`src/rtl/mem_data_arbiter.sv`:
```
// Round-robin arbiter sharing the OTTER memory data port between
// the CPU load/store unit (A) and a loader/debug master (B).
module mem_data_arbiter #(
  parameter int unsigned       ADDR_W  = 32,
  parameter logic [ADDR_W-1:0] IO_BASE = 32'h11000000
) (
  input  logic              CLK,
  input  logic              RST_N,
  input  logic              A_REQ,
  input  logic [ADDR_W-1:0] A_ADDR,
  input  logic [31:0]       A_WDATA,
  input  logic              A_WE,
  input  logic [1:0]        A_SIZE,
  input  logic              A_SIGN,
  input  logic              B_REQ,
  input  logic [ADDR_W-1:0] B_ADDR,
  input  logic [31:0]       B_WDATA,
  input  logic              B_WE,
  input  logic [1:0]        B_SIZE,
  input  logic              B_SIGN,
  output logic              A_GNT,
  output logic              A_RVALID,
  output logic [31:0]       A_RDATA,
  output logic              A_ERR,
  output logic              B_GNT,
  output logic              B_RVALID,
  output logic [31:0]       B_RDATA,
  output logic              B_ERR,
  output logic              BUSY,
  output logic [ADDR_W-1:0] MEM_ADDR2,
  output logic [31:0]       MEM_DIN2,
  output logic              MEM_WRITE2,
  output logic              MEM_READ2,
  output logic [1:0]        MEM_SIZE,
  output logic              MEM_SIGN,
  input  logic [31:0]       MEM_DOUT2
);

  typedef enum logic [1:0] {
    S_IDLE,
    S_WR,
    S_RD,
    S_RESP
  } state_t;

  state_t            r_state;
  logic              r_last;
  logic              r_owner;
  logic [ADDR_W-1:0] r_addr;
  logic [31:0]       r_wdata;
  logic              r_we;
  logic [1:0]        r_size;
  logic              r_sign;
  logic              r_a_rvalid;
  logic              r_b_rvalid;
  logic              r_a_err;
  logic              r_b_err;
  logic [31:0]       r_a_rdata;
  logic [31:0]       r_b_rdata;

  logic              w_idle;
  logic              w_sel_b;
  logic              w_gnt_a;
  logic              w_gnt_b;
  logic [ADDR_W-1:0] w_addr;
  logic [31:0]       w_wdata;
  logic              w_we;
  logic [1:0]        w_size;
  logic              w_sign;
  logic              w_mis;
  logic              w_illegal;

  // r_last: 1 = B won last; B wins only when A is idle or A won last
  assign w_idle  = (r_state == S_IDLE) & RST_N;
  assign w_sel_b = B_REQ & (~A_REQ | ~r_last);
  assign w_gnt_a = w_idle & A_REQ & ~w_sel_b;
  assign w_gnt_b = w_idle & w_sel_b;

  assign w_addr  = w_sel_b ? B_ADDR  : A_ADDR;
  assign w_wdata = w_sel_b ? B_WDATA : A_WDATA;
  assign w_we    = w_sel_b ? B_WE    : A_WE;
  assign w_size  = w_sel_b ? B_SIZE  : A_SIZE;
  assign w_sign  = w_sel_b ? B_SIGN  : A_SIGN;

  // MMIO space takes any alignment
  assign w_mis =
    (w_size == 2'd3) |
    ((w_size == 2'd1) & w_addr[0]) |
    ((w_size == 2'd2) & (|w_addr[1:0]));
  assign w_illegal = (w_addr < IO_BASE) & w_mis;

  always_ff @(posedge CLK) begin
    if (!RST_N) begin
      r_state    <= S_IDLE;
      r_last     <= 1'b1;
      r_owner    <= 1'b0;
      r_addr     <= '0;
      r_wdata    <= '0;
      r_we       <= 1'b0;
      r_size     <= 2'd0;
      r_sign     <= 1'b0;
      r_a_rvalid <= 1'b0;
      r_b_rvalid <= 1'b0;
      r_a_err    <= 1'b0;
      r_b_err    <= 1'b0;
      r_a_rdata  <= '0;
      r_b_rdata  <= '0;
    end else begin
      r_a_rvalid <= 1'b0;
      r_b_rvalid <= 1'b0;
      r_a_err    <= 1'b0;
      r_b_err    <= 1'b0;
      unique case (r_state)
        S_IDLE: begin
          if (w_gnt_a | w_gnt_b) begin
            r_addr  <= w_addr;
            r_wdata <= w_wdata;
            r_we    <= w_we;
            r_size  <= w_size;
            r_sign  <= w_sign;
            r_owner <= w_sel_b;
            r_last  <= w_sel_b;
            if (w_illegal) begin
              if (w_sel_b) begin
                r_b_err <= 1'b1;
                if (!w_we) begin
                  r_b_rvalid <= 1'b1;
                  r_b_rdata  <= '0;
                end
              end else begin
                r_a_err <= 1'b1;
                if (!w_we) begin
                  r_a_rvalid <= 1'b1;
                  r_a_rdata  <= '0;
                end
              end
            end else begin
              r_state <= w_we ? S_WR : S_RD;
            end
          end
        end
        S_WR: r_state <= S_IDLE;
        S_RD: r_state <= S_RESP;
        S_RESP: begin
          r_state <= S_IDLE;
          if (r_owner) begin
            r_b_rdata  <= MEM_DOUT2;
            r_b_rvalid <= 1'b1;
          end else begin
            r_a_rdata  <= MEM_DOUT2;
            r_a_rvalid <= 1'b1;
          end
        end
        default: r_state <= S_IDLE;
      endcase
    end
  end

  assign A_GNT    = w_gnt_a;
  assign B_GNT    = w_gnt_b;
  assign A_RVALID = r_a_rvalid;
  assign B_RVALID = r_b_rvalid;
  assign A_RDATA  = r_a_rdata;
  assign B_RDATA  = r_b_rdata;
  assign A_ERR    = r_a_err;
  assign B_ERR    = r_b_err;
  assign BUSY     = (r_state != S_IDLE);

  // address/size/sign stay on the latch through RESP for memory slicing
  assign MEM_ADDR2  = r_addr;
  assign MEM_DIN2   = r_wdata;
  assign MEM_SIZE   = r_size;
  assign MEM_SIGN   = r_sign;
  assign MEM_WRITE2 = (r_state == S_WR);
  assign MEM_READ2  = (r_state == S_RD);

endmodule

```
`config.mk`:
```
export PLATFORM = sky130hd
export DESIGN_NAME = mem_data_arbiter
export DESIGN_NICKNAME = d
export VERILOG_FILES = /design/src/rtl/mem_data_arbiter.sv
export SDC_FILE = /design/constraint.sdc
export NUM_CORES = 1
export LEC_CHECK = 0
export CORE_MARGIN = 5
export CORE_UTILIZATION = 43
export DETAILED_ROUTE_END_ITERATION = 10
export GPL_TIMING_DRIVEN = 0
export PLACE_DENSITY = 0.95
export SYNTH_ARGS = -nofsm -noshare
export SYNTH_HDL_FRONTEND = slang
export SYNTH_SLANG_ARGS = --single-unit
```
`constraint.sdc`:
```
create_clock -name CLK -period 3.2 [get_ports CLK]
set_input_delay 0.32 -clock CLK [delete_from_list [all_inputs] [get_ports CLK]]
set_output_delay 0.32 -clock CLK [all_outputs]
set_load 0.05 [all_outputs]
```
## Yosys cells after proc, flatten, opt, wreduce, memory -nomap -nowiden

Index checks and enable logic that the tools add are counted.

- Bits of input ports: 172
- Output and inout port bits: 140
- Word-level logic and storage cells: 86
- Bits in registers: 139

- Multiplexer cells: 33
- Bitwise logic cells: 15
- Order comparisons: 1
- Equality and inequality tests: 14
- Reduce and logical (&&, ||, !) cells: 10

Operators with widths:

| operator | count |
|---|---|
| two-way mux 32 bit | 11 |
| case mux 32 bit (2 select lines) | 2 |
| < comparator 32 x 29 -> 1 bit (second input constant) | 1 |
| != test 2 bit (second input constant) | 7 |
| two-way mux 1 bit | 13 |
| AND reduction 6 bit | 2 |
| AND 1 bit | 8 |
| == test 2 bit (second input constant) | 4 |
| two-way mux 2 bit | 4 |
| case mux 2 bit (3 select lines) | 1 |
| == test 2 x 1 -> 1 bit (second input constant) | 2 |
| bitwise OR 1 bit | 4 |
| case mux 1 bit (2 select lines) | 2 |
| AND reduction 2 bit | 2 |
| AND reduction 4 bit | 1 |
| nonzero test 2 bit | 2 |
| OR reduction 2 bit | 2 |
| inverter 1 bit | 3 |
| zero test 2 bit | 1 |
| != test 2 x 1 -> 1 bit (second input constant) | 1 |

## Longest topological paths before layout

- Depth after elaboration: 12
- Depth in mapped cells: 8
- Mapped depth without buffers: 7

## Worst setup path before layout

OpenSTA, ideal clock, no wires.

- Path type: register -> output
- Start: reg r_state[0]
- End: out A_GNT
- Path buffers: 1
- Slack: 0.887 ns
- Data required time: 2.880 ns
- Stages on the path, launching flop included: 6
- Arrival time: 1.993 ns
- Cells stage by stage: dfxtp_1 -> inv_1 -> ha_1 -> clkbuf_1 -> nand2_1 -> nor3_1

- Cells in the longest elaborated chain, start to end: 4

RTL lines:

| item | line | source |
|---|---|---|
| from (decl) | 46 | `state_t r_state;` |
| from (signal assigned) | 138 | `r_state <= w_we ? S_WR : S_RD;` |
| zero test 2 bit | 74 | `assign w_idle = (r_state == S_IDLE) & RST_N;` |
| AND 1 bit | 74 |  |
| AND 1 bit (2 in a row) | 76 | `assign w_gnt_a = w_idle & A_REQ & ~w_sel_b;` |
| to (decl) | 21 | `output logic A_GNT,` |

No other way between the ends.

## Worst setup path in the final report

Same ends and word-level chain as after synthesis.

==> results.toml <==
[yosys]
avgSynthCellArea_sq_um = 8.54
synth_fp_nets = 861
ys_ff_latch = 139
syn_area_sq_um = 5850
synth-simple-area-share = 0.219
yosys.area_share.adder = 0.00856
synth_compound_area_frac = 0.133
synthMuxAreaShare = 0.115
synth_top_family_by_area = "simple AND/OR/NAND/NOR gates"
synth-xor-area-share = 0
synthCells = 685
yosysSeqAreaShare = 0.476
synth_warnings = 0
synth_cell_types = 33

[routing]
via_per_inst = 5.37
routed_wl_microns = 23200
drtAntennaViolNets = 0
wl_per_cell_microns = 19.3
vias = 6469
drtIter0Drc = 471
remaining_drc_errors = 0
drtPass1Iterations = 5

[pwr]
power.density_nw_per_um2 = 708
power_switching_mw = 2.68
p_seq_frac = 0.305
pwr-share-clk = 0.304
switching_share = 0.386
peakVddDrop_mv = 0.411
internal-power_mw = 4.26
p_comb_frac = 0.391
p_leak_nw = 3.47

[placement]
dp_hpwl_microns = 17700
io_buffers = 311
gp_congestion = 0.925

[clock_network]
root_buffer = "clkbuf_16"
cts_tree = "done"
cts_htree_levels = 4
cts-resized-gates = 0
numCtsBuffers = 17
postCtsHoldBufs = 0
clk_pin_slew_ps = 60
clock_path_buffers = 2
cts.sinks = 139
post_cts_buffers = 0
clkLatencyLatePin_ps = 420

[die]
fp.dieH_microns = 127
die_w_microns = 127
io_pins = 312
start_util = 0.440
num_rows = 42
die-area_sq_um = 16000
core-area_sq_um = 13300

[grt]
grt_remaining_overflow = 0
grt_pass1_vias = 6583
grt_max_degree = 17
antenna_found_initial = 0
grt.total_usage = 0.278
grt_pass1_wl_microns = 35100

[critical_path]
path_cells = "inv_1, ha_1, clkbuf_1, nand2_1, nor3_1, clkdlybuf4s50_1"
crit_family = "buffers and inverters"
cp-start-kind = "flip-flop"
cp_data_arrival_time_ps = 2500
required_ps = 2880
critical-path-slowest-cell = "clkdlybuf4s50_1"
endpoint_kind = "output port"
path_class = "reg -> out"
path_max_fanout = 10
max_stage_delay_ps = 840
crit_buf_inv = 3

[cells_and_area]
antennaDiodeCount = 0
layout_commonest_cell = "clkdlybuf4s50_1"
finish.utilization = 0.738
synthToLayoutAreaGrowth_pct = 67.7
final_nets = 1191
layout_common_cells = "311 x clkdlybuf4s50_1, 205 x nand2_1, 139 x dfxtp_1"
drive_gt1_frac = 0.0428

[timing]
setup_viol = 0
maxSlewHeadroom = 0.455
fin_crit_ps = 2820
hold_viol = 0
period_share = 0.881
fmax_mhz = 355
fin_worst_skew_ps = 6.77
whs_ps = 454
tightest_slew_ps = 814
drv_slew = 0
rsz0062_at_grt = "false"
final.setup.tns_ps = 0

[min_path]
min_path_type = "reg -> reg"

[status]
status = "finished clean"

[job]
drv_cap = 0
registers in the layout, summed over array words and instances (netlist names):
signal,count
A_ERR,1
B_ERR,1
MEM_SIZE,2
r_owner,1
MEM_ADDR2,32
A_RDATA,32
MEM_DIN2,32
r_last,1
B_RDATA,32
r_state,2
MEM_SIGN,1
A_RVALID,1
B_RVALID,1
Yosys cell counts, drive strengths merged:
cell type / number / area share
nand2: 205 / 0.13
dfxtp: 139 / 0.48
nor2: 72 / 0.046
mux2i: 67 / 0.11
a311oi: 66 / 0.099
clkbuf: 43 / 0.028
nand3: 33 / 0.028
buf: 16 / 0.019
a21oi: 6 / 0.0090
o21ai: 5 / 0.0043
ha: 4 / 0.0086
inv: 4 / 0.0026
nor3: 4 / 0.0043
o211ai: 4 / 0.0075
nand2b: 2 / 0.0021
nor4: 2 / 0.0021
o21a: 2 / 0.0026
o221a: 2 / 0.0039
or3: 2 / 0.0021
a211oi: 1 / 0.0013
a21bo: 1 / 0.0017
a21boi: 1 / 0.0013
and2: 1 / 0.0011
nand4: 1 / 0.0011
o211a: 1 / 0.0017
o31ai: 1 / 0.0013
worst register-to-register path: stages (launching register included):
cell and delay [ps]:
dfxtp_1 320, inv_1 110, ha_1 170, inv_1 80
nor3_2 690, clkbuf_1 470, buf_1 460, a311oi_1 210
path summary, 6_finish.rpt:
| check | startpoint | end | slack, ps | depth (start not counted) |
|---|---|---|---|---|
| worst max register to register | r_state[0] | MEM_ADDR2[15] | 510 | 7 |
| worst min register to register | B_RDATA[29] | B_RDATA[29] | 450 | 2 |
| worst max-delay path | r_state[0] | A_GNT | 380 | 6 |
| worst min-delay path | B_RDATA[29] | B_RDATA[29] | 450 | 2 |
per-stage QoR:
| step | cell area, sq um | std cells | setup slack (ps) | power (mW) |
|---|---|---|---|---|
| 3_3_place_gp | 9180 | 1172 | 332 | 4.78 |
| 4_1_cts | 9810 | 1204 | 379 | 6.94 |
| 6_report | 9810 | 1204 | 380 | 6.94 |
| 5_1_grt | 9810 | 1204 | 231 | 7.20 |
| 2_1_floorplan | 5850 | 685 | 887 | 3.83 |
| 3_5_place_dp | 9180 | 1172 | 284 | 4.83 |
area by class of cell:
class	count	area [sq um]
inverter	4	15.0
buffer	59	270
timing repair buffer	311	3110
multi-input combinational	483	2780
fill	920	3490
clock inverter	11	166
tap	176	220
sequential	139	2780
clock buffer	21	460
layer usage:
layer / wire length, microns / share of wire / GRT usage
met5: 0 / 0 / 0
met2: 11000 / 0.48 / 0.450
met1: 8980 / 0.39 / 0.326
met4: 1380 / 0.059 / 0.170
met3: 1830 / 0.079 / 0.0778
kinds of logic after synthesis:
family,after synthesis
flip-flops,139
multiplexers,67
AO/OA/AOI/OAI,90
AND/OR/NAND/NOR,322
buffers and inverters,63
adder cells (fa/ha/maj),4
power by group through the flow:
stage / registers [mW] / clock network (mW) / logic [mW]
after detailed placement: 2.15 / 0 / 2.68
after floorplan: 2.90 / 0 / 0.922
final: 2.12 / 2.11 / 2.72
after global routing: 2.14 / 2.20 / 2.85
after global placement: 2.13 / 0 / 2.64
after CTS: 2.11 / 2.12 / 2.71
Power figures use the tool's default switching activity.
